==> src/rtl/branch_predictor.sv <==
// Direct-mapped branch target buffer with per-entry saturating direction
// counters. Fetch gets a zero-latency prediction for PCF; execute resolves
// the branch, trains the table, flags mispredictions and keeps statistics.
module branch_predictor #(
  parameter int XLEN      = 32,
  parameter int ENTRIES   = 16,
  parameter int CTR_BITS  = 2,
  parameter int STAT_BITS = 32
) (
  input  logic                 clk,
  input  logic                 reset,
  input  logic [XLEN-1:0]      PCF,
  output logic                 PredTakenF,
  output logic [XLEN-1:0]      PredTargetF,
  input  logic                 UpdateE,
  input  logic                 BranchE,
  input  logic                 JumpE,
  input  logic                 TakenE,
  input  logic [XLEN-1:0]      PCE,
  input  logic [XLEN-1:0]      PCPlus4E,
  input  logic [XLEN-1:0]      PCTargetE,
  input  logic                 PredTakenE,
  input  logic [XLEN-1:0]      PredTargetE,
  input  logic                 InvalidateAll,
  output logic                 MispredictE,
  output logic [XLEN-1:0]      RedirectPCE,
  output logic [STAT_BITS-1:0] BranchCount,
  output logic [STAT_BITS-1:0] MispredictCount
);

  localparam int IDX   = $clog2(ENTRIES);
  localparam int TAG_W = XLEN - IDX - 2;

  localparam logic [CTR_BITS-1:0]  CTR_MAX  = '1;
  localparam logic [CTR_BITS-1:0]  CTR_WEAK = CTR_BITS'(1) << (CTR_BITS - 1);
  localparam logic [STAT_BITS-1:0] STAT_MAX = '1;

  // Per-entry state. Valid, counter and jump flag are reset; tag and target
  // are plain storage whose contents only matter once valid is set.
  logic [ENTRIES-1:0]  valid_vec;
  logic [ENTRIES-1:0]  jump_vec;
  logic [CTR_BITS-1:0] ctr_vec    [ENTRIES];
  logic [TAG_W-1:0]    tag_mem    [ENTRIES];
  logic [XLEN-1:0]     target_mem [ENTRIES];

  logic [STAT_BITS-1:0] branch_cnt_reg;
  logic [STAT_BITS-1:0] mispredict_cnt_reg;

  // Instruction alignment bits never take part in index or tag.
  logic unused_pc_bits;
  assign unused_pc_bits = ^{PCF[1:0], PCE[1:0]};

  // Fetch-side lookup
  logic [IDX-1:0]   f_idx;
  logic [TAG_W-1:0] f_tag;
  logic             f_hit;

  assign f_idx       = PCF[IDX+1:2];
  assign f_tag       = PCF[XLEN-1:IDX+2];
  assign f_hit       = valid_vec[f_idx] && (tag_mem[f_idx] == f_tag);
  assign PredTakenF  = f_hit && (jump_vec[f_idx] || ctr_vec[f_idx][CTR_BITS-1]);
  assign PredTargetF = PredTakenF ? target_mem[f_idx] : '0;

  // Execute-side lookup of the resolving instruction
  logic [IDX-1:0]      e_idx;
  logic [TAG_W-1:0]    e_tag;
  logic                e_hit;
  logic [CTR_BITS-1:0] e_ctr;
  logic                br;
  logic                alias_hit;
  logic                alloc;
  logic                ctr_we;
  logic                entry_we;
  logic                kill;
  logic [CTR_BITS-1:0] ctr_next;

  assign e_idx = PCE[IDX+1:2];
  assign e_tag = PCE[XLEN-1:IDX+2];
  assign e_hit = valid_vec[e_idx] && (tag_mem[e_idx] == e_tag);
  assign e_ctr = ctr_vec[e_idx];

  assign br        = UpdateE && (BranchE || JumpE);
  // A non-branch that fetch predicted taken is a stale/aliased BTB entry.
  assign alias_hit = UpdateE && !br && PredTakenE;
  assign alloc     = br && !e_hit && (TakenE || JumpE);
  assign ctr_we    = br && (e_hit || alloc);
  assign entry_we  = br && ((e_hit && TakenE) || alloc);
  assign kill      = alias_hit && e_hit;

  // Next counter value: fresh allocation, saturating increment or decrement
  always_comb begin
    ctr_next = e_ctr;
    if (alloc) begin
      ctr_next = JumpE ? CTR_MAX : CTR_WEAK;
    end else if (TakenE) begin
      ctr_next = (e_ctr == CTR_MAX) ? e_ctr : e_ctr + 1'b1;
    end else begin
      ctr_next = (e_ctr == '0) ? e_ctr : e_ctr - 1'b1;
    end
  end

  // Misprediction detection for the resolving instruction
  always_comb begin
    MispredictE = 1'b0;
    if (br) begin
      MispredictE = (TakenE != PredTakenE) ||
                    (TakenE && PredTakenE && (PredTargetE != PCTargetE));
    end else if (alias_hit) begin
      MispredictE = 1'b1;
    end
  end

  assign RedirectPCE = (br && TakenE) ? PCTargetE : PCPlus4E;

  // Per-entry control state; InvalidateAll overrides any same-cycle write
  for (genvar gi = 0; gi < ENTRIES; gi++) begin : g_entry
    logic                sel;
    logic                valid_reg;
    logic                jump_reg;
    logic [CTR_BITS-1:0] ctr_reg;

    assign sel           = (e_idx == IDX'(gi));
    assign valid_vec[gi] = valid_reg;
    assign jump_vec[gi]  = jump_reg;
    assign ctr_vec[gi]   = ctr_reg;

    // Valid bit, direction counter and jump flag for this entry
    always_ff @(posedge clk or negedge reset) begin
      if (!reset) begin
        valid_reg <= 1'b0;
        jump_reg  <= 1'b0;
        ctr_reg   <= '0;
      end else begin
        if (InvalidateAll) begin
          valid_reg <= 1'b0;
        end else if (sel && alloc) begin
          valid_reg <= 1'b1;
        end else if (sel && kill) begin
          valid_reg <= 1'b0;
        end
        if (sel && ctr_we) begin
          ctr_reg <= ctr_next;
        end
        if (sel && entry_we) begin
          jump_reg <= JumpE;
        end
      end
    end
  end

  // Tag and target storage, written on allocation or taken hit
  always_ff @(posedge clk) begin
    if (entry_we) begin
      tag_mem[e_idx]    <= e_tag;
      target_mem[e_idx] <= PCTargetE;
    end
  end

  // Saturating statistics counters
  always_ff @(posedge clk or negedge reset) begin
    if (!reset) begin
      branch_cnt_reg     <= '0;
      mispredict_cnt_reg <= '0;
    end else begin
      if (br && (branch_cnt_reg != STAT_MAX)) begin
        branch_cnt_reg <= branch_cnt_reg + 1'b1;
      end
      if (MispredictE && (mispredict_cnt_reg != STAT_MAX)) begin
        mispredict_cnt_reg <= mispredict_cnt_reg + 1'b1;
      end
    end
  end

  assign BranchCount     = branch_cnt_reg;
  assign MispredictCount = mispredict_cnt_reg;

endmodule
==> config.mk <==
export PLATFORM = sky130hd
export DESIGN_NAME = branch_predictor
export DESIGN_NICKNAME = d
export VERILOG_FILES = /design/src/rtl/branch_predictor.sv
export SDC_FILE = /design/constraint.sdc
export NUM_CORES = 1
export LEC_CHECK = 0
export CAP_MARGIN = 20
export CORE_ASPECT_RATIO = 0.5
export CORE_MARGIN = 2
export CORE_UTILIZATION = 30
export DETAILED_ROUTE_END_ITERATION = 8
export PLACE_DENSITY = 0.51
export REMOVE_ABC_BUFFERS = 1
export SKIP_CTS_REPAIR_TIMING = 1
export SLEW_MARGIN = 20
export SYNTH_ARGS = -nofsm -noshare
export SYNTH_HDL_FRONTEND = slang
export SYNTH_SLANG_ARGS = --single-unit
==> constraint.sdc <==
create_clock -name clk -period 7.5 [get_ports clk]
set_input_delay 1.5 -clock clk [delete_from_list [all_inputs] [get_ports clk]]
set_output_delay 1.5 -clock clk [all_outputs]
set_load 0.02 [all_outputs]
==> key figures, run 1 <==
Status
  • Status: finished clean

Clock network
  • Number of H-tree levels: 3
  • Total CTS buffers: approximately 100
  • Clock latency on the worst-skew pair: 0.75 ns
  • Clock sinks: 1056
  • CTS tree: built
  • CTS root buf: clkbuf_16
  • Clk pin slew, worst setup/hold paths: 0.06 ns
  • Clock tree buffer depth: 3

STA
  • Final period util: 96.3%
  • Unrepaired setup endpoints after global routing: no
  • Max Freq: between 100 and 150 MHz
  • Max_slew headroom: between 30% and 40%
  • Pins Over Slew Limit: 0
  • Min Tclk post-route: 7.22 ns
  • Worst setup margin: 0.277 ns
  • Final hold violations: 0
  • Setup tns final: 0 ns
  • Worst-margin pin slew: 0.967 ns
  • Final setup vio count: 0
  • Skew final: 0.0728 ns

Die
  • Boundary pin count: 298
  • Die Area: around 160000 µm²
  • Core area: 154000 µm²
  • Row cnt: 102
  • Die X-Extent: 561 µm
  • Die H: 282 µm
  • Initial core utilization: 30.1%

Critical path
  • Worst-path fanout max: 47
  • Worst r2r path cells: 11
  • Critical Path End: PredTargetF[4]
  • Crit path DAT: 5.72 ns
  • R2R Setup Slk: between 3 and 4 ns
  • CP endpoint kind: output pin
  • Worst Setup SP: PCF[2]
  • Worst Path Class, Setup: in2out
  • Crit start category: input pin
  • Reg-to-Reg Start: tag_mem[4][6]
  • Critical path required time: 6.00 ns
  • Reg-to-reg critical path endpoint: target_mem[14][21]

Drt
  • Vias: 25523
  • Via-per-instance ratio: 5.16
  • Average wire per standard cell: 27.8 µm
  • WL final: approximately 140 mm
  • First-pass DRT Iterations: 5
  • Antenna viol nets, final: 0
  • Starting DRT DRC Count: 2133
  • DRC Markers: 0

Synth
  • Largest family of logic cells by synthesized area: multiplexers
  • Proportion of synthesized area in mux cells: a little over a fifth
  • Syn. warnings: 0
  • Netlist cell types: 72
  • Number of synthesized register bits: about 1100
  • Cell Area, Synth: 46500 µm²
  • Post-synthesis xor/xnor area fraction: 2.73%
  • Primary FF master, synth: edfxtp_1
  • Async SR Flop Fraction: 12.1%
  • Mapped Cells: 2419
  • Compound-cell area share of the yosys netlist: 3.09%
  • Post-Synth Adder-Cell Area: 0.124%
  • Post-Synth Simple-Gate Area: 3.60%
  • Mapped Avg Cell Area: 19.2 µm²
  • Number of enable flip-flop cells after synthesis: 928
  • Register area share after synthesis: 66.8%

GRT
  • Initial antenna violation count: 7
  • GR Util All Layers: 17.1%
  • Vias in the first global route: 26512
  • Largest net degree at the start of global routing: 114
  • Total congestion overflow: 0
  • First-pass GRT wire length: 196 mm

Placement
  • Routability cong.: 0.795
  • Hpwl dp: 78.2 mm
  • IO buf count: 293
  • Placed instance count: approximately 4800
  • Pre-CTS setup slack: -0.222 ns

Power
  • P per Cell Area: 235 nW/µm²
  • Leakage power: 18.1 nW
  • Peak supply drop: 203 µV
  • Overall Power: 0.0131 W

Cells and area
  • Largest regs: target_mem: 512 flops, tag_mem: 416 flops
  • Final #Nets: approximately 2900
  • Area grow syn2layout: 20.0%
  • Fin cells: 4942
  • Flip-flop count of the largest register after layout: approximately 500
  • Share of cells above drive strength 1: 25.6%
  • Final Core Density: a little over a third
  • Biggest register: target_mem

Min path
  • Hold WC Path Type: reg2reg

Flow run
  • Max-cap violation count: 0
[worst min-delay path by stage]
stage,slack (ns),start,end,cells past startpoint
floorplan,0.46,g_entry[10].ctr_reg[0],g_entry[10].ctr_reg[0],1
global placement,0.48,g_entry[10].ctr_reg[0],g_entry[10].ctr_reg[0],1
detailed placement,0.48,g_entry[6].ctr_reg[0],g_entry[6].ctr_reg[0],1
CTS,0.49,g_entry[6].ctr_reg[0],g_entry[6].ctr_reg[0],1
global route,0.52,MispredictCount[25],MispredictCount[25],1
finish,0.49,BranchCount[15],BranchCount[15],1
[Yosys cell counts (all sizes together) (20+ instances only)]
master | instances | area share (%)
mux2 | 67 | 1.6
xnor2 | 81 | 1.5
nor2 | 40 | 0.33
o21ai | 60 | 0.73
nor3 | 42 | 0.45
xor2 | 64 | 1.2
and3 | 20 | 0.27
buf | 76 | 0.99
mux2i | 98 | 2.1
nand3 | 41 | 0.44
edfxtp | 928 | 60
mux4 | 375 | 18
nor2b | 42 | 0.56
inv | 34 | 0.27
dfrtp | 128 | 6.9
clkbuf | 64 | 0.52
nand2 | 51 | 0.41
nand4 | 33 | 0.46
[metal layers]
metal	share of wire (%)	wire, µm	global-route usage [%]	vias up
li1	-	-	-	10783
met1	43	58800	22.7	13878
met2	50	69000	29.5	664
met3	4.1	5610	2.30	196
met4	2.9	3940	5.23	2
met5	0.0051	7	0	-
[cell usage in the layout (no fill, tap or decap), types with 6 or more instances in the layout]
cell type        synthesis  final
o21ai_2                 10     11
nand4_1                 32     32
bufinv_16                0      6
mux2i_1                 98     98
o21ai_1                  8      8
mux2_2                  63     63
clkinv_1                 0     26
nor2b_1                 42     39
and2_1                   6      6
o211ai_1                13     13
dfrtp_1                128    128
o32ai_1                 15     15
nor3_1                  42     26
clkbuf_8                 0      6
buf_12                   1     23
clkbuf_1                64     24
and4_1                   8      8
clkinv_2                 0     15
a32o_1                   6      6
nand2_1                 51     50
edfxtp_1               928    928
nor4_1                  15     14
a22oi_1                 18     18
clkdlybuf4s50_1          0    283
nor2_1                  39     39
o21ai_0                 42     41
a21oi_1                  8      8
o22ai_1                  9      9
nand3_1                 41     41
clkbuf_16                0    103
xnor2_1                 81     81
buf_4                   11     80
a22o_1                  16     16
and3_1                  20     20
mux4_2                 375    375
nor3_2                   0     15
inv_1                   34     34
xor2_1                  64     64
[critical path, cell delays in order]
cell             delay (ns)
buf_16                 0.30
buf_12                 0.32
mux4_2                 0.56
mux4_2                 0.53
xnor2_1                0.17
o2111ai_1              0.26
nor4_2                 0.46
nand4_1                0.21
buf_4                  0.28
nor2b_2                0.26
buf_4                  0.15
clkdlybuf4s50_1        0.61
[logic make-up after synthesis]
group                    Yosys count
flip-flops                      1056
multiplexers                     540
AND/OR/NAND/NOR                  312
AO/OA/AOI/OAI                    187
buffers and inverters            174
XOR/XNOR                         145
adder cells (fa/ha/maj)            5
[through the flow]
stage               instance area, µm²  hold slack [ns]
CTS                              55800            0.494
finish                           55800            0.492
detailed placement               52500            0.480
floorplan                        45800            0.461
global placement                 52500            0.477
global route                     55800            0.517
[final cells by class]
cell class / count / area [µm²]
fill: 14467 / 98600
clock inverter: 55 / 547
timing repair buffer: 392 / 4000
inverter: 34 / 128
multi-input combinational: 1189 / 14700
sequential: 1056 / 31100
antenna: 3 / 7.51
tap: 2080 / 2600
clock buffer: 133 / 2750
[power breakdown]
group          switching [W]  internal, W  leakage [nW]
combinational       0.000710     0.000619          6.44
clock                0.00230      0.00281          1.60
sequential          0.000116      0.00658          10.0
(Power assumes the default switching activity.)
==> inputs of run 2 (changes only) <==
- SKIP_CTS_REPAIR_TIMING: 1 -> default
==> results of run 2 <==
No change in the layout: final DEF, timing and power equal those of run 1.
==> inputs of run 3 (changes only) <==
- CELL_PAD_IN_SITES_DETAIL_PLACEMENT: default -> 0
- CELL_PAD_IN_SITES_GLOBAL_PLACEMENT: default -> 1
- PLACE_DENSITY: 0.51 -> 0.56
==> run 3 against run 2 <==
Net effect:
- clock power grew 4%
- combinational power is essentially flat
- routed wire length grew 0.97%
- worst hold slack lost 0.0052 ns
- fmax is essentially flat
- highest routed layer is now met4
- critical path depth grew 2
- via count grew 0.60%
- sequential share of layout area shrank 0.077 points
- global-route usage grew 0.17 points
==> key figures, run 3 (synthesized netlist as in run 1, its figures left out) <==
Drt
  • WL final: 139 mm (was 137 mm)
  • First-pass DRT Iterations: 7 (was 5)
  • DRC Markers: 0 (unchanged)
  • Via-per-instance ratio: 5.20 (was 5.16)
  • Vias: 25677 (was 25523)
  • Average wire per standard cell: 28.1 µm (was 27.8 µm)
  • Starting DRT DRC Count: 2158 (was 2133)
  • Antenna viol nets, final: 0 (unchanged)

STA
  • Skew final: 0.0866 ns (was 0.0728 ns)
  • Setup tns final: 0 ns (unchanged)
  • Worst-margin pin slew: 0.996 ns (was 0.967 ns)
  • Max Freq: 138 MHz (about the same)
  • Max_slew headroom: 33.6% (was 35.5%)
  • Final period util: 96.4% (was 96.3%)
  • Final hold violations: 0 (unchanged)
  • Pins Over Slew Limit: 0 (unchanged)
  • Unrepaired setup endpoints after global routing: no (unchanged)
  • Final setup vio count: 0 (unchanged)
  • Min Tclk post-route: 7.23 ns (was 7.22 ns)

Cells and area
  • Flip-flop count of the largest register after layout: 512 (unchanged)
  • Most common cell after layout, fill and taps aside: edfxtp_1 (unchanged)
  • Largest regs: target_mem: 512 flops, tag_mem: 416 flops (unchanged)
  • Footprint of the multi-input gates: 14700 µm² (about the same)
  • Biggest register: target_mem (unchanged)
  • Commonest cells after routing, fill and taps aside: edfxtp_1 (928), mux4_2 (375), clkdlybuf4s50_1 (282) (was edfxtp_1 (928), mux4_2 (375), clkdlybuf4s50_1 (283))
  • Fillers: 14431 (was 14467)
  • FF+latch area: 31100 µm² (unchanged)
  • Final #Nets: 2945 (was 2946)
  • Area grow syn2layout: 20.2% (was 20.0%)
  • Share of cells above drive strength 1: 26.0% (was 25.6%)
  • Fin cells: 4940 (was 4942)

Min path
  • Hold WC Path Type: reg2reg (unchanged)

Flow run
  • Max-cap violation count: 0 (unchanged)

Power
  • P per Cell Area: 238 nW/µm² (was 235 nW/µm²)
  • Peak supply drop: 207 µV (was 203 µV)
  • Leakage power: 18.1 nW (about the same)

Placement
  • Placed instance count: 4751 (was 4750)
  • IO buf count: 293 (unchanged)
  • Hpwl dp: 76.5 mm (was 78.2 mm)
  • Routability cong.: 0.797 (was 0.795)

Die
  • Die H: 282 µm (unchanged)
  • Boundary pin count: 298 (unchanged)
  • Die Area: 158000 µm² (unchanged)
  • Die X-Extent: 561 µm (unchanged)
  • Core area: 154000 µm² (unchanged)
  • Row cnt: 102 (unchanged)
  • Initial core utilization: 30.1% (unchanged)

GRT
  • GR Util All Layers: 17.3% (was 17.1%)
  • Initial antenna violation count: 5 (was 7)
  • First-pass GRT wire length: 198 mm (was 196 mm)
  • Total congestion overflow: 0 (unchanged)
  • Vias in the first global route: 26598 (was 26512)
  • Largest net degree at the start of global routing: 97 (was 114)

Critical path
  • Crit start category: input pin (unchanged)
  • Worst-path fanout max: 36 (was 47)
  • Critical path required time: 6.00 ns (about the same)
  • Worst Path Class, Setup: in2out (unchanged)
  • CP endpoint kind: output pin (unchanged)
  • Crit path DAT: 5.73 ns (was 5.72 ns)

Clock network
  • Number of H-tree levels: 3 (unchanged)
  • CTS tree: built (unchanged)
  • Clock sinks: 1056 (unchanged)
  • CTS root buf: clkbuf_16 (unchanged)
  • Postcts setup bufs: 0 (unchanged)
  • Clock latency on the worst-skew pair: 0.76 ns (was 0.75 ns)
  • Clock tree buffer depth: 3 (unchanged)
  • Total CTS buffers: 101 (was 102)
  • Cts hold-fix bufs: 0 (unchanged)
  • Clk pin slew, worst setup/hold paths: 0.06 ns (about the same)

Status
  • Status: finished clean (unchanged)
run 3: cell count changes in the layout (fill, tap and decap cells not counted), sizes merged:
cell,change
buf,+1
clkinvlp,+2
clkinv,+11
clkdlybuf4s50,-1
diode,-2
bufinv,+6
clkbuf,-19
run 3: final timing paths:
check | start | endpoint | slack, ns | cells past startpoint
max in group asynchronous | reset | g_entry[10].ctr_reg[1] | 5.10 | 2
max reg2reg | tag_mem[15][25] | target_mem[8][29] | 3.05 | 11
max | PCF[2] | PredTargetF[14] | 0.27 | 14
min reg2reg | MispredictCount[25] | MispredictCount[25] | 0.49 | 1
min | MispredictCount[25] | MispredictCount[25] | 0.49 | 1
min in group asynchronous | reset | MispredictCount[18] | 0.87 | 1
run 3: power by group:
part           leakage [nW]  internal, W  switching (W)
sequential             10.0      0.00658       0.000122
clock                  1.65      0.00291        0.00238
combinational          6.43     0.000616       0.000695
total                  18.1       0.0101        0.00320
run 3: area by class of cell:
| class | count | share of cell area (%) |
|---|---|---|
| inverter | 34 | 0.228 |
| clock inverter | 74 | 1.47 |
| clock buffer | 114 | 4.61 |
| multi-input combinational | 1189 | 26.3 |
| antenna | 1 | 0.00448 |
| sequential | 1056 | 55.6 |
| timing repair buffer | 392 | 7.12 |
| tap | 2080 | 4.65 |
run 3: worst max-delay path, stage by stage:
cell and delay [ns]:
buf_12 0.26, buf_12 0.25, buf_4 0.30, mux4_2 0.54, mux4_2 0.53, xnor2_1 0.16
nand4_1 0.16, nor2_1 0.31, buf_4 0.17, nand4_1 0.23, buf_12 0.26, buf_4 0.17
nor2b_1 0.17, clkdlybuf4s50_1 0.63
run 3: timing repair:
action	in CTS	in global routing
endpoints found under the hold margin	0	0
endpoints found under the setup margin	0	8
gates resized for setup	0	1
run 3: metrics by stage:
stage	setup WS [ns]	power, W	cell area (µm²)	util [%]	hold slack, ns
3_3_place_gp	0.0688	0.00814	52500	34.0	0.477
5_1_grt	0.0613	0.0138	55900	36.2	0.519
4_1_cts	0.103	0.0135	55900	36.2	0.486
6_report	0.270	0.0133	55900	36.2	0.487
3_5_place_dp	0.114	0.00815	52500	34.0	0.477
2_1_floorplan	-0.783	0.00743	45800	-	0.461
run 3: metal layers:
| layer | wire length (µm) | GRT usage [%] | share of wire (%) |
|---|---|---|---|
| met5 | 0 | 0 | 0 |
| met4 | 3420 | 4.62 | 2.5 |
| met3 | 5500 | 2.22 | 4.0 |
| met2 | 69800 | 29.8 | 50 |
| met1 | 59900 | 23.2 | 43 |
